<file path="config.mk">
export PLATFORM = sky130hd
export DESIGN_NAME = hazard_ctrl_flat
export DESIGN_NICKNAME = d
export VERILOG_FILES = /design/src/rtl/cpu_ctrl_pkg.sv /design/src/rtl/hazard_ctrl_if.sv /design/src/rtl/perf_counter.sv /design/src/rtl/hazard_ctrl.sv /design/src/flat_wrapper.sv
export SDC_FILE = /design/constraint.sdc
export NUM_CORES = 1
export LEC_CHECK = 0
export ABC_AREA = 1
export CORE_UTILIZATION = 34
export CTS_BUF_LIST = sky130_fd_sc_hd__clkbuf_4
export DETAILED_ROUTE_END_ITERATION = 10
export GPL_ROUTABILITY_DRIVEN = 0
export PLACE_DENSITY_LB_ADDON = 0.1
export REMOVE_ABC_BUFFERS = 1
export SLEW_MARGIN = 5
export SYNTH_ARGS = -nofsm -noshare
export SYNTH_HDL_FRONTEND = slang
export SYNTH_SLANG_ARGS = --single-unit
</file>
<file path="constraint.sdc">
create_clock -name CLK -period 2.7 [get_ports CLK]
set_clock_uncertainty 0.1 [all_clocks]
set_input_delay 0.27 -clock CLK [delete_from_list [all_inputs] [get_ports CLK]]
set_output_delay 0.27 -clock CLK [all_outputs]
set_load 0.05 [all_outputs]
</file>
<file path="src/rtl/cpu_ctrl_pkg.sv">
// Shared types and constants for the pipeline hazard controller: FSM state
// encoding, counter width, and the bundle of stall/flush controls.
package cpu_ctrl_pkg;

    localparam int CNT_W      = 32;
    localparam int REG_ADDR_W = 5;
    localparam int MEM_CTRL_W = 4;

    // Debug-visible encoding; the values are part of the STATE output contract.
    typedef enum logic [1:0] {
        ST_RUN           = 2'd0,
        ST_MEM_WAIT      = 2'd1,
        ST_FETCH_WAIT    = 2'd2,
        ST_REDIRECT_PEND = 2'd3
    } hz_state_e;

    // One bit per pipeline control line driven by the hazard unit.
    typedef struct packed {
        logic pc_stall;
        logic if_id_stall;
        logic id_ex_stall;
        logic ex_mem_stall;
        logic if_id_flush;
        logic id_ex_flush;
        logic mem_wb_flush;
    } hz_ctrl_t;

    // Result of evaluating one cycle: controls plus where the FSM goes next.
    typedef struct packed {
        hz_state_e next_state;
        logic      redirect;
        hz_ctrl_t  ctrl;
    } hz_step_t;

    localparam hz_ctrl_t CTRL_IDLE = '0;

    // Whole-pipe freeze while the data memory is busy; the instruction in MEM
    // is held, so a bubble goes into MEM/WB.
    localparam hz_ctrl_t CTRL_FREEZE = '{
        pc_stall:     1'b1,
        if_id_stall:  1'b1,
        id_ex_stall:  1'b1,
        ex_mem_stall: 1'b1,
        if_id_flush:  1'b0,
        id_ex_flush:  1'b0,
        mem_wb_flush: 1'b1
    };

    // A register that is both held and bubbled takes the bubble.
    function automatic hz_ctrl_t resolve_conflicts(input hz_ctrl_t c);
        hz_ctrl_t r;
        r             = c;
        r.if_id_stall = c.if_id_stall & ~c.if_id_flush;
        r.id_ex_stall = c.id_ex_stall & ~c.id_ex_flush;
        return r;
    endfunction

endpackage

</file>
<file path="src/rtl/hazard_ctrl_if.sv">
// Pipeline-side bundle of the hazard controller: the ID/EX/memory status the
// unit observes and the stall/flush lines it drives back into the pipeline.
interface hazard_ctrl_if;
    import cpu_ctrl_pkg::*;

    logic [REG_ADDR_W-1:0] ID_REG_READ_ADDR1;
    logic [REG_ADDR_W-1:0] ID_REG_READ_ADDR2;
    logic                  ID_USES_RS1;
    logic                  ID_USES_RS2;
    logic [REG_ADDR_W-1:0] EX_REG_WRITE_ADDR;
    logic [MEM_CTRL_W-1:0] EX_DATA_MEM_READ;
    logic                  EX_BRANCH_TAKEN;
    logic                  IMEM_BUSY;
    logic                  DMEM_BUSY;

    logic                  PC_STALL;
    logic                  IF_ID_STALL;
    logic                  ID_EX_STALL;
    logic                  EX_MEM_STALL;
    logic                  IF_ID_FLUSH;
    logic                  ID_EX_FLUSH;
    logic                  MEM_WB_FLUSH;

    // Pipeline datapath side.
    modport master (
        output ID_REG_READ_ADDR1, ID_REG_READ_ADDR2, ID_USES_RS1, ID_USES_RS2,
        output EX_REG_WRITE_ADDR, EX_DATA_MEM_READ, EX_BRANCH_TAKEN,
        output IMEM_BUSY, DMEM_BUSY,
        input  PC_STALL, IF_ID_STALL, ID_EX_STALL, EX_MEM_STALL,
        input  IF_ID_FLUSH, ID_EX_FLUSH, MEM_WB_FLUSH
    );

    // Hazard controller side.
    modport slave (
        input  ID_REG_READ_ADDR1, ID_REG_READ_ADDR2, ID_USES_RS1, ID_USES_RS2,
        input  EX_REG_WRITE_ADDR, EX_DATA_MEM_READ, EX_BRANCH_TAKEN,
        input  IMEM_BUSY, DMEM_BUSY,
        output PC_STALL, IF_ID_STALL, ID_EX_STALL, EX_MEM_STALL,
        output IF_ID_FLUSH, ID_EX_FLUSH, MEM_WB_FLUSH
    );

endinterface

</file>
<file path="src/rtl/perf_counter.sv">
// Free-running event counter with synchronous clear; wraps at full scale.
module perf_counter
    import cpu_ctrl_pkg::*;
#(
    parameter int WIDTH = CNT_W
) (
    input  logic             CLK,
    input  logic             RESET,
    input  logic             clear,
    input  logic             inc,
    output logic [WIDTH-1:0] count
);

    logic [WIDTH-1:0] count_q;

    // Count qualifying cycles; clear wins over a simultaneous increment.
    // NOTE: sequential state uses <= so every flop samples pre-edge values.
    always_ff @(posedge CLK or posedge RESET) begin
        if (RESET) begin
            count_q <= '0;
        end else if (clear) begin
            count_q <= '0;
        end else if (inc) begin
            count_q <= count_q + WIDTH'(1);
        end
    end

    assign count = count_q;

endmodule

</file>
<file path="src/rtl/hazard_ctrl.sv">
// Pipeline hazard controller: detects load-use hazards, sequences memory and
// fetch waits and branch redirects, and drives Mealy stall/flush controls.
module hazard_ctrl
    import cpu_ctrl_pkg::*;
(
    input  logic             CLK,
    input  logic             RESET,
    hazard_ctrl_if.slave     hz,
    input  logic             CNT_CLEAR,
    output logic [CNT_W-1:0] STALL_COUNT,
    output logic [CNT_W-1:0] FLUSH_COUNT,
    output logic [1:0]       STATE
);

    hz_state_e state_q;
    logic      redirect_q;
    logic      load_use;
    hz_step_t  step;
    hz_ctrl_t  ctrl;

    // Normal priority ladder; also used by FETCH_WAIT and on leaving MEM_WAIT.
    function automatic hz_step_t eval_run(input logic dmem_busy,
                                          input logic imem_busy,
                                          input logic branch_taken,
                                          input logic hazard);
        hz_step_t s;
        s.next_state = ST_RUN;
        s.redirect   = 1'b0;
        s.ctrl       = CTRL_IDLE;
        if (dmem_busy) begin
            s.ctrl       = CTRL_FREEZE;
            s.next_state = ST_MEM_WAIT;
        end else if (branch_taken && !imem_busy) begin
            s.ctrl.if_id_flush = 1'b1;
            s.ctrl.id_ex_flush = 1'b1;
        end else if (branch_taken) begin
            // Redirect target not fetchable yet: remember it and hold the PC.
            s.ctrl.if_id_flush = 1'b1;
            s.ctrl.id_ex_flush = 1'b1;
            s.ctrl.pc_stall    = 1'b1;
            s.next_state       = ST_REDIRECT_PEND;
            s.redirect         = 1'b1;
        end else if (hazard) begin
            s.ctrl.pc_stall    = 1'b1;
            s.ctrl.if_id_stall = 1'b1;
            s.ctrl.id_ex_flush = 1'b1;
        end else if (imem_busy) begin
            s.ctrl.pc_stall    = 1'b1;
            s.ctrl.if_id_flush = 1'b1;
            s.next_state       = ST_FETCH_WAIT;
        end
        return s;
    endfunction

    // Outstanding redirect: wait out the fetch, then drop the stale fetch once.
    function automatic hz_step_t eval_redirect(input logic dmem_busy,
                                               input logic imem_busy);
        hz_step_t s;
        s.next_state       = ST_REDIRECT_PEND;
        s.redirect         = 1'b1;
        s.ctrl             = CTRL_IDLE;
        s.ctrl.if_id_flush = 1'b1;
        if (dmem_busy) begin
            // Freeze overrides; the redirect flag survives the memory wait.
            s.ctrl       = CTRL_FREEZE;
            s.next_state = ST_MEM_WAIT;
        end else if (imem_busy) begin
            s.ctrl.pc_stall = 1'b1;
        end else begin
            s.next_state = ST_RUN;
            s.redirect   = 1'b0;
        end
        return s;
    endfunction

    // Hazard detection and per-state selection of this cycle's controls.
    // NOTE: every always_comb output gets a value on every path, so no latch.
    always_comb begin
        load_use = (hz.EX_DATA_MEM_READ != '0)
                && (hz.EX_REG_WRITE_ADDR != '0)
                && (((hz.EX_REG_WRITE_ADDR == hz.ID_REG_READ_ADDR1) && hz.ID_USES_RS1)
                 || ((hz.EX_REG_WRITE_ADDR == hz.ID_REG_READ_ADDR2) && hz.ID_USES_RS2));

        step = eval_run(hz.DMEM_BUSY, hz.IMEM_BUSY, hz.EX_BRANCH_TAKEN, load_use);
        case (state_q)
            ST_RUN, ST_FETCH_WAIT: begin
                step = eval_run(hz.DMEM_BUSY, hz.IMEM_BUSY, hz.EX_BRANCH_TAKEN, load_use);
            end
            ST_MEM_WAIT: begin
                // Once memory frees up, resume whatever was interrupted.
                if (redirect_q) begin
                    step = eval_redirect(hz.DMEM_BUSY, hz.IMEM_BUSY);
                end else begin
                    step = eval_run(hz.DMEM_BUSY, hz.IMEM_BUSY, hz.EX_BRANCH_TAKEN, load_use);
                end
            end
            ST_REDIRECT_PEND: begin
                step = eval_redirect(hz.DMEM_BUSY, hz.IMEM_BUSY);
            end
            default: begin
                step = eval_run(hz.DMEM_BUSY, hz.IMEM_BUSY, hz.EX_BRANCH_TAKEN, load_use);
            end
        endcase

        // Controls are quiet while reset is held.
        ctrl = RESET ? CTRL_IDLE : resolve_conflicts(step.ctrl);
    end

    // FSM state and redirect flag; reset abandons any pending redirect.
    always_ff @(posedge CLK or posedge RESET) begin
        if (RESET) begin
            state_q    <= ST_RUN;
            redirect_q <= 1'b0;
        end else begin
            state_q    <= step.next_state;
            redirect_q <= step.redirect;
        end
    end

    assign hz.PC_STALL     = ctrl.pc_stall;
    assign hz.IF_ID_STALL  = ctrl.if_id_stall;
    assign hz.ID_EX_STALL  = ctrl.id_ex_stall;
    assign hz.EX_MEM_STALL = ctrl.ex_mem_stall;
    assign hz.IF_ID_FLUSH  = ctrl.if_id_flush;
    assign hz.ID_EX_FLUSH  = ctrl.id_ex_flush;
    assign hz.MEM_WB_FLUSH = ctrl.mem_wb_flush;
    assign STATE           = state_q;

    perf_counter #(.WIDTH(CNT_W)) u_stall_count (
        .CLK   (CLK),
        .RESET (RESET),
        .clear (CNT_CLEAR),
        .inc   (ctrl.pc_stall),
        .count (STALL_COUNT)
    );

    perf_counter #(.WIDTH(CNT_W)) u_flush_count (
        .CLK   (CLK),
        .RESET (RESET),
        .clear (CNT_CLEAR),
        .inc   (ctrl.if_id_flush | ctrl.id_ex_flush),
        .count (FLUSH_COUNT)
    );

endmodule
</file>
<file path="src/flat_wrapper.sv">
// flat-port wrapper written by rule: the top's interface ports become plain ports
module hazard_ctrl_flat import cpu_ctrl_pkg::*;
  (CLK, RESET, CNT_CLEAR, STALL_COUNT, FLUSH_COUNT, STATE, hz_ID_REG_READ_ADDR1, hz_ID_REG_READ_ADDR2, hz_ID_USES_RS1, hz_ID_USES_RS2, hz_EX_REG_WRITE_ADDR, hz_EX_DATA_MEM_READ, hz_EX_BRANCH_TAKEN, hz_IMEM_BUSY, hz_DMEM_BUSY, hz_PC_STALL, hz_IF_ID_STALL, hz_ID_EX_STALL, hz_EX_MEM_STALL, hz_IF_ID_FLUSH, hz_ID_EX_FLUSH, hz_MEM_WB_FLUSH);
  hazard_ctrl_if hz_i ();
  input  logic CLK;
  input  logic RESET;
  input  logic CNT_CLEAR;
  output logic [CNT_W-1:0] STALL_COUNT;
  output logic [CNT_W-1:0] FLUSH_COUNT;
  output logic [1:0] STATE;
  input wire logic [$bits(hz_i.ID_REG_READ_ADDR1)-1:0] hz_ID_REG_READ_ADDR1;
  input wire logic [$bits(hz_i.ID_REG_READ_ADDR2)-1:0] hz_ID_REG_READ_ADDR2;
  input wire logic [$bits(hz_i.ID_USES_RS1)-1:0] hz_ID_USES_RS1;
  input wire logic [$bits(hz_i.ID_USES_RS2)-1:0] hz_ID_USES_RS2;
  input wire logic [$bits(hz_i.EX_REG_WRITE_ADDR)-1:0] hz_EX_REG_WRITE_ADDR;
  input wire logic [$bits(hz_i.EX_DATA_MEM_READ)-1:0] hz_EX_DATA_MEM_READ;
  input wire logic [$bits(hz_i.EX_BRANCH_TAKEN)-1:0] hz_EX_BRANCH_TAKEN;
  input wire logic [$bits(hz_i.IMEM_BUSY)-1:0] hz_IMEM_BUSY;
  input wire logic [$bits(hz_i.DMEM_BUSY)-1:0] hz_DMEM_BUSY;
  output wire logic [$bits(hz_i.PC_STALL)-1:0] hz_PC_STALL;
  output wire logic [$bits(hz_i.IF_ID_STALL)-1:0] hz_IF_ID_STALL;
  output wire logic [$bits(hz_i.ID_EX_STALL)-1:0] hz_ID_EX_STALL;
  output wire logic [$bits(hz_i.EX_MEM_STALL)-1:0] hz_EX_MEM_STALL;
  output wire logic [$bits(hz_i.IF_ID_FLUSH)-1:0] hz_IF_ID_FLUSH;
  output wire logic [$bits(hz_i.ID_EX_FLUSH)-1:0] hz_ID_EX_FLUSH;
  output wire logic [$bits(hz_i.MEM_WB_FLUSH)-1:0] hz_MEM_WB_FLUSH;
  assign hz_i.ID_REG_READ_ADDR1 = hz_ID_REG_READ_ADDR1;
  assign hz_i.ID_REG_READ_ADDR2 = hz_ID_REG_READ_ADDR2;
  assign hz_i.ID_USES_RS1 = hz_ID_USES_RS1;
  assign hz_i.ID_USES_RS2 = hz_ID_USES_RS2;
  assign hz_i.EX_REG_WRITE_ADDR = hz_EX_REG_WRITE_ADDR;
  assign hz_i.EX_DATA_MEM_READ = hz_EX_DATA_MEM_READ;
  assign hz_i.EX_BRANCH_TAKEN = hz_EX_BRANCH_TAKEN;
  assign hz_i.IMEM_BUSY = hz_IMEM_BUSY;
  assign hz_i.DMEM_BUSY = hz_DMEM_BUSY;
  assign hz_PC_STALL = hz_i.PC_STALL;
  assign hz_IF_ID_STALL = hz_i.IF_ID_STALL;
  assign hz_ID_EX_STALL = hz_i.ID_EX_STALL;
  assign hz_EX_MEM_STALL = hz_i.EX_MEM_STALL;
  assign hz_IF_ID_FLUSH = hz_i.IF_ID_FLUSH;
  assign hz_ID_EX_FLUSH = hz_i.ID_EX_FLUSH;
  assign hz_MEM_WB_FLUSH = hz_i.MEM_WB_FLUSH;
  hazard_ctrl u_core (.CLK(CLK), .RESET(RESET), .hz(hz_i), .CNT_CLEAR(CNT_CLEAR), .STALL_COUNT(STALL_COUNT), .FLUSH_COUNT(FLUSH_COUNT), .STATE(STATE));
endmodule
</file>
Word level (Yosys, flattened, before mapping):

Index checks and enable logic that the tools add are counted.

* $add $sub $neg: 2
* equal/unequal tests: 5
* muxes and demuxes: 31
* bitwise gates (word level): 5
* reduce and logical (&&, ||, !) cells: 13

Operators with widths (count)
* 32-bit two-way mux: 4
* 32-bit by 1-bit adder with 32-bit output (second input constant): 2
* 10-bit one-hot mux with 3 select lines: 1
* 2-bit two-way mux: 10
* 1-bit two-way mux: 11
* 5-bit equality test: 2
* 10-bit two-way mux: 1
* 7-bit two-way mux: 1
* 6-bit two-way mux: 1
* 1-bit logical AND: 5
* 5-bit two-way mux: 1
* 5-bit nonzero test: 1
* 2-bit equality test (second input constant): 2
* 2-bit nonzero test: 2
* 4-bit nonzero test: 1
* 3-bit two-way mux: 1
* 1-bit bitwise AND: 2
* 2-bit by 1-bit equality test with 1-bit output (second input constant): 1
* 2-bit logical NOT: 1
* 1-bit NOT: 2
* 2-bit OR reduction: 1
* 1-bit logical NOT: 1
* 1-bit logical OR: 1
* 1-bit bitwise OR: 1

* bits in registers: 67
* input port bits: 27
* output and inout port bits: 73
* word-level logic and storage cells: 60

Depth between registers and ports, before layout:

* word-level depth: 16
* gate-level depth with buffers: 14
* depth with buffers taken out: 13

Modules after synthesis:

From an unflattened synthesis, not the netlist that was laid out.

* cells, all modules: 641
* area total of the unflattened synthesis: 4351.7 um^2

By module, submodules not included
* perf_counter at u_core.u_stall_count: times used 1, cells each 267, area each 1971.9 um^2, seq. area each 800.8 um^2
* perf_counter at u_core.u_flush_count: times used 1, cells each 270, area each 1881.8 um^2, seq. area each 800.8 um^2
* hazard_ctrl: times used 1, cells each 104, area each 498.0 um^2, seq. area each 75.1 um^2

Least setup slack after synthesis:

No wires, ideal clock.

* kind: input port to output port
* start point: input RESET
* end point: output hz_IF_ID_FLUSH
* data arrival time: 2561 ps
* required time: 2330 ps
* path slack: -231 ps
* cell stages on the path: 4
* buffers on the path: 1
* cells stage by stage: inv_1 > nand3_4 > buf_4 > inv_1

* word-level cells in the longest chain between the ends: 1

RTL lines
* from (decl): line flat_wrapper.sv:6 `input logic RESET;`
* 7-bit two-way mux: line hazard_ctrl.sv:106 `ctrl = RESET ? CTRL_IDLE : resolve_conflicts(step.ctrl);`
* to (decl): line flat_wrapper.sv:24 `output wire logic [$bits(hz_i.IF_ID_FLUSH)-1:0] hz_IF_ID_FLUSH;`

No other way between the ends.

Worst setup path after layout:

* start point: input hz_DMEM_BUSY
* end point: output hz_PC_STALL

* word-level cells in the longest chain between the ends: 4
* elaborated cells between the ends (all ways): 5
* classes of those cells: mux (5)

RTL lines
* from (decl): line flat_wrapper.sv:19 `input wire logic [$bits(hz_i.DMEM_BUSY)-1:0] hz_DMEM_BUSY;`
* 2-bit two-way mux or 1-bit two-way mux (tied branches): line hazard_ctrl.sv:30, hazard_ctrl.sv:63
* 10-bit two-way mux: line hazard_ctrl.sv:91 `if (redirect_q) begin`
* 10-bit one-hot mux with 3 select lines *: line hazard_ctrl.sv:85 `case (state_q)`
* 7-bit two-way mux *: line hazard_ctrl.sv:106
* to (decl): line flat_wrapper.sv:20 `output wire logic [$bits(hz_i.PC_STALL)-1:0] hz_PC_STALL;`

Every way passes the cells marked *; elsewhere a longest branch is shown, timed or not.

==> impl_metrics.yaml <==
global_routing:
  antenna_found_initial: 0
  grt_pass1_wl_mm: 24.6
  grt_pass1_vias: 4968
  grt.overflow.total: 0
  track_usage: 0.212
  grt_max_degree: 68
floorplanning:
  die_w_microns: 122
  core_area_sq_um: 14000
  ios: 100
  rows: 43
  die_y_microns: 122
  initial_core_util: 0.351
  die_area_sq_um: 14900
route:
  drt_iter0_drc: 301
  routed_via_density: 5.09
  drt_first_pass_iters: 5
  final_antenna_net_count: 0
  wl_per_cell_microns: 15.1
  drc: 0
  via_count: 4905
  drt_wl_total_mm: 14.6
finish:
  final_nets: 808
  synthToLayoutAreaGrowth_pct: 27.4
  fin_util: 0.447
  multi_input_area_sq_um: 2880
  drive_gt1_frac: 0.0855
  antenna_cells: 0
  design_area_sq_um: 6260
  n_fill_cell: 1450
  ff_latch_area_sq_um: 1680
clocking:
  cts-resized-gates: 0
  cts_tree: "done"
  post-cts-setup-buffers: 0
  insertion_delay_ps: 460
  clock_sink_count: 67
  cts.path.max_buffers: 2
  cts-root-buf: "clkbuf_4"
  clk_pin_slew_worst_paths_ps: 120
  cts_hold_buf: 0
  cts_made_buffers: 9
  h-tree-depth: 3
setup_path:
  cp_max_fo: 7
  rrSetupSlack_ps: 610
  end_kind: "output port"
  path_class: "in2out"
  worstPathRequired_ps: 2330
  startpoint: "hz_DMEM_BUSY"
  r2r_cells: 10
  critPathLaunchType: "input port"
  worst-endpoint-arrival_ps: 1950
  r2r-start: "u_core.u_flush_count.count[0]$_DFFE_PP0P_"
power_and_ir_drop:
  ir_worst_vdd_mv: 0.389
  power_density_nw_per_um2: 386
  total_power_mw: 2.41
  power.leakage_nw: 2.58
outcome:
  status: "finished clean"
synthesis:
  yosysTopAreaCell: "dfrtp_1"
  synth_adder_area_share: 0.00510
  synth_cell_types: 35
  yosys_most_used_dff: "dfrtp_1"
  syn_inst: 688
  synth_top_cells_by_count: "nand2_1 (209), nor2_1 (97), dfrtp_1 (67), nand3_1 (52), nand4_1 (45)"
  ys_seq_elements: 67
  synth_area_leaders: "dfrtp_1 (34%), nand2_1 (16%), nor2_1 (7.4%)"
  synth_xor_area_frac: 0.0999
  synth_area_sq_um: 4910
  muxShareOfSynthArea: 0
  synth_top_area_frac: 0.341
  avgSynthCellArea_sq_um: 7.14
  yosysSeqAreaShare: 0.341
  synth_edf_count: 0
  synth-simple-area-share: 0.411
  synth_top_family_by_area: "simple AND/OR/NAND/NOR gates"
  synth.most_common_cell: "nand2_1"
  async_flop_share: 1.00
  synth-compound-area-share: 0.0714
  yosys_warnings: 0
sta:
  slew_headroom: 0.406
  tightest_slew_ps: 891
  fmax_ghz: 0.431
  slew_violations: 0
  timing.final.crit_period_ps: 2320
  finalSetupViolations: 0
  finalCritPeriodShare: 0.858
  timing.final.hold_violations: 0
  rsz0062_at_grt: "false"
  worst_slack_ps: 382
  finalSetupTns_ps: 0
worst_hold_path:
  holdPathStages: 4
  min_from: "CNT_CLEAR"
  hp-class: "in2reg"
placed_design:
  dpl-instance-area_sq_um: 6070
  io_buffers: 99
  dp_hpwl_mm: 10.6
  place_ws_ps: 340
run:
  drv_cap: 0
## cell families (layout without fill, tap and decap cells)
kind of cell / Yosys count / in the layout
buffers and inverters: 76 / 172
xor gates and xnor gates: 56 / 56
adders and majority gates: 2 / 2
AOI/OAI and AO/OA: 36 / 36
and+or+nand+nor: 451 / 451
DFF: 67 / 67
## final cells by class
class,instances,share of cell area
clock buffers,9,0.0108
clock inverters,7,0.0184
inverters,47,0.0282
multi-input cells,545,0.461
flip-flops and latches,67,0.268
well taps,180,0.0360
repair buffers,109,0.178
## path summary, 6_finish.rpt
check	to
min in group asynchronous	u_core.u_flush_count.count[6]$_DFFE_PP0P_
min	u_core.u_stall_count.count[20]$_DFFE_PP0P_
max reg2reg	u_core.u_flush_count.count[26]$_DFFE_PP0P_
max in group asynchronous	u_core.u_stall_count.count[15]$_DFFE_PP0P_
min reg2reg	u_core.u_stall_count.count[31]$_DFFE_PP0P_
max	hz_PC_STALL
## power breakdown
part | total (mW) | internal [mW] | switching (mW)
combinational | 0.482 | 0.151 | 0.331
clock | 0.880 | 0.467 | 0.413
sequential | 1.05 | 1.02 | 0.0307
total | 2.41 | 1.64 | 0.775
## metal layers
layer	vias to the layer above	share of wire	track usage
met4	0	0.027	0.0755
met5	-	0	0
met1	2293	0.44	0.257
li1	2449	-	-
met2	133	0.49	0.363
met3	30	0.040	0.0501
## layout by cell type (no fill, tap or decap)
master	netlist	layout
ha_1	2	2
a21oi_1	4	4
nand3_2	1	1
bufinv_16	0	3
nand3b_1	7	7
xor2_1	27	27
nor3_1	22	22
nor2_4	2	2
nand2b_1	1	1
o31ai_2	19	19
clkinv_1	1	2
clkbuf_4	0	9
buf_2	5	1
a21oi_2	1	1
clkinv_2	0	1
nand4_1	45	45
nand3_4	2	2
inv_6	0	1
o21a_1	1	1
nand3_1	52	52
o31ai_1	5	5
inv_2	6	8
and3_1	1	1
clkinvlp_4	0	1
clkdlybuf4s50_1	0	94
buf_12	0	5
inv_1	40	38
nor4_1	5	5
a21o_1	2	2
nor3b_1	3	3
o41ai_1	1	1
nor2_1	97	97
buf_4	6	9
dfrtp_1	67	67
nand2_2	3	3
nor3_2	1	1
o21ai_0	3	3
xnor2_1	29	29
nand2_1	209	209
## per-stage QoR
step,hold WS [ps],cells
global placement,453,948
detailed placement,458,948
global route,257,964
finish,237,964
CTS,205,964
floorplan,233,659
## flip-flops by register name, indices dropped and copies added (netlist names)
register	cells
u_core.redirect_q	1
u_core.STATE	2
u_core.u_stall_count.count	32
u_core.u_flush_count.count	32
## critical path, cell delays in order
cell and delay [ps]:
clkdlybuf4s50_1 530, inv_2 150, nand2_1 60, a21oi_1 200, o21a_1 220, a21oi_2 70
nand2_2 100, clkinv_1 130, buf_4 220
Power figures use the tool's default switching activity.
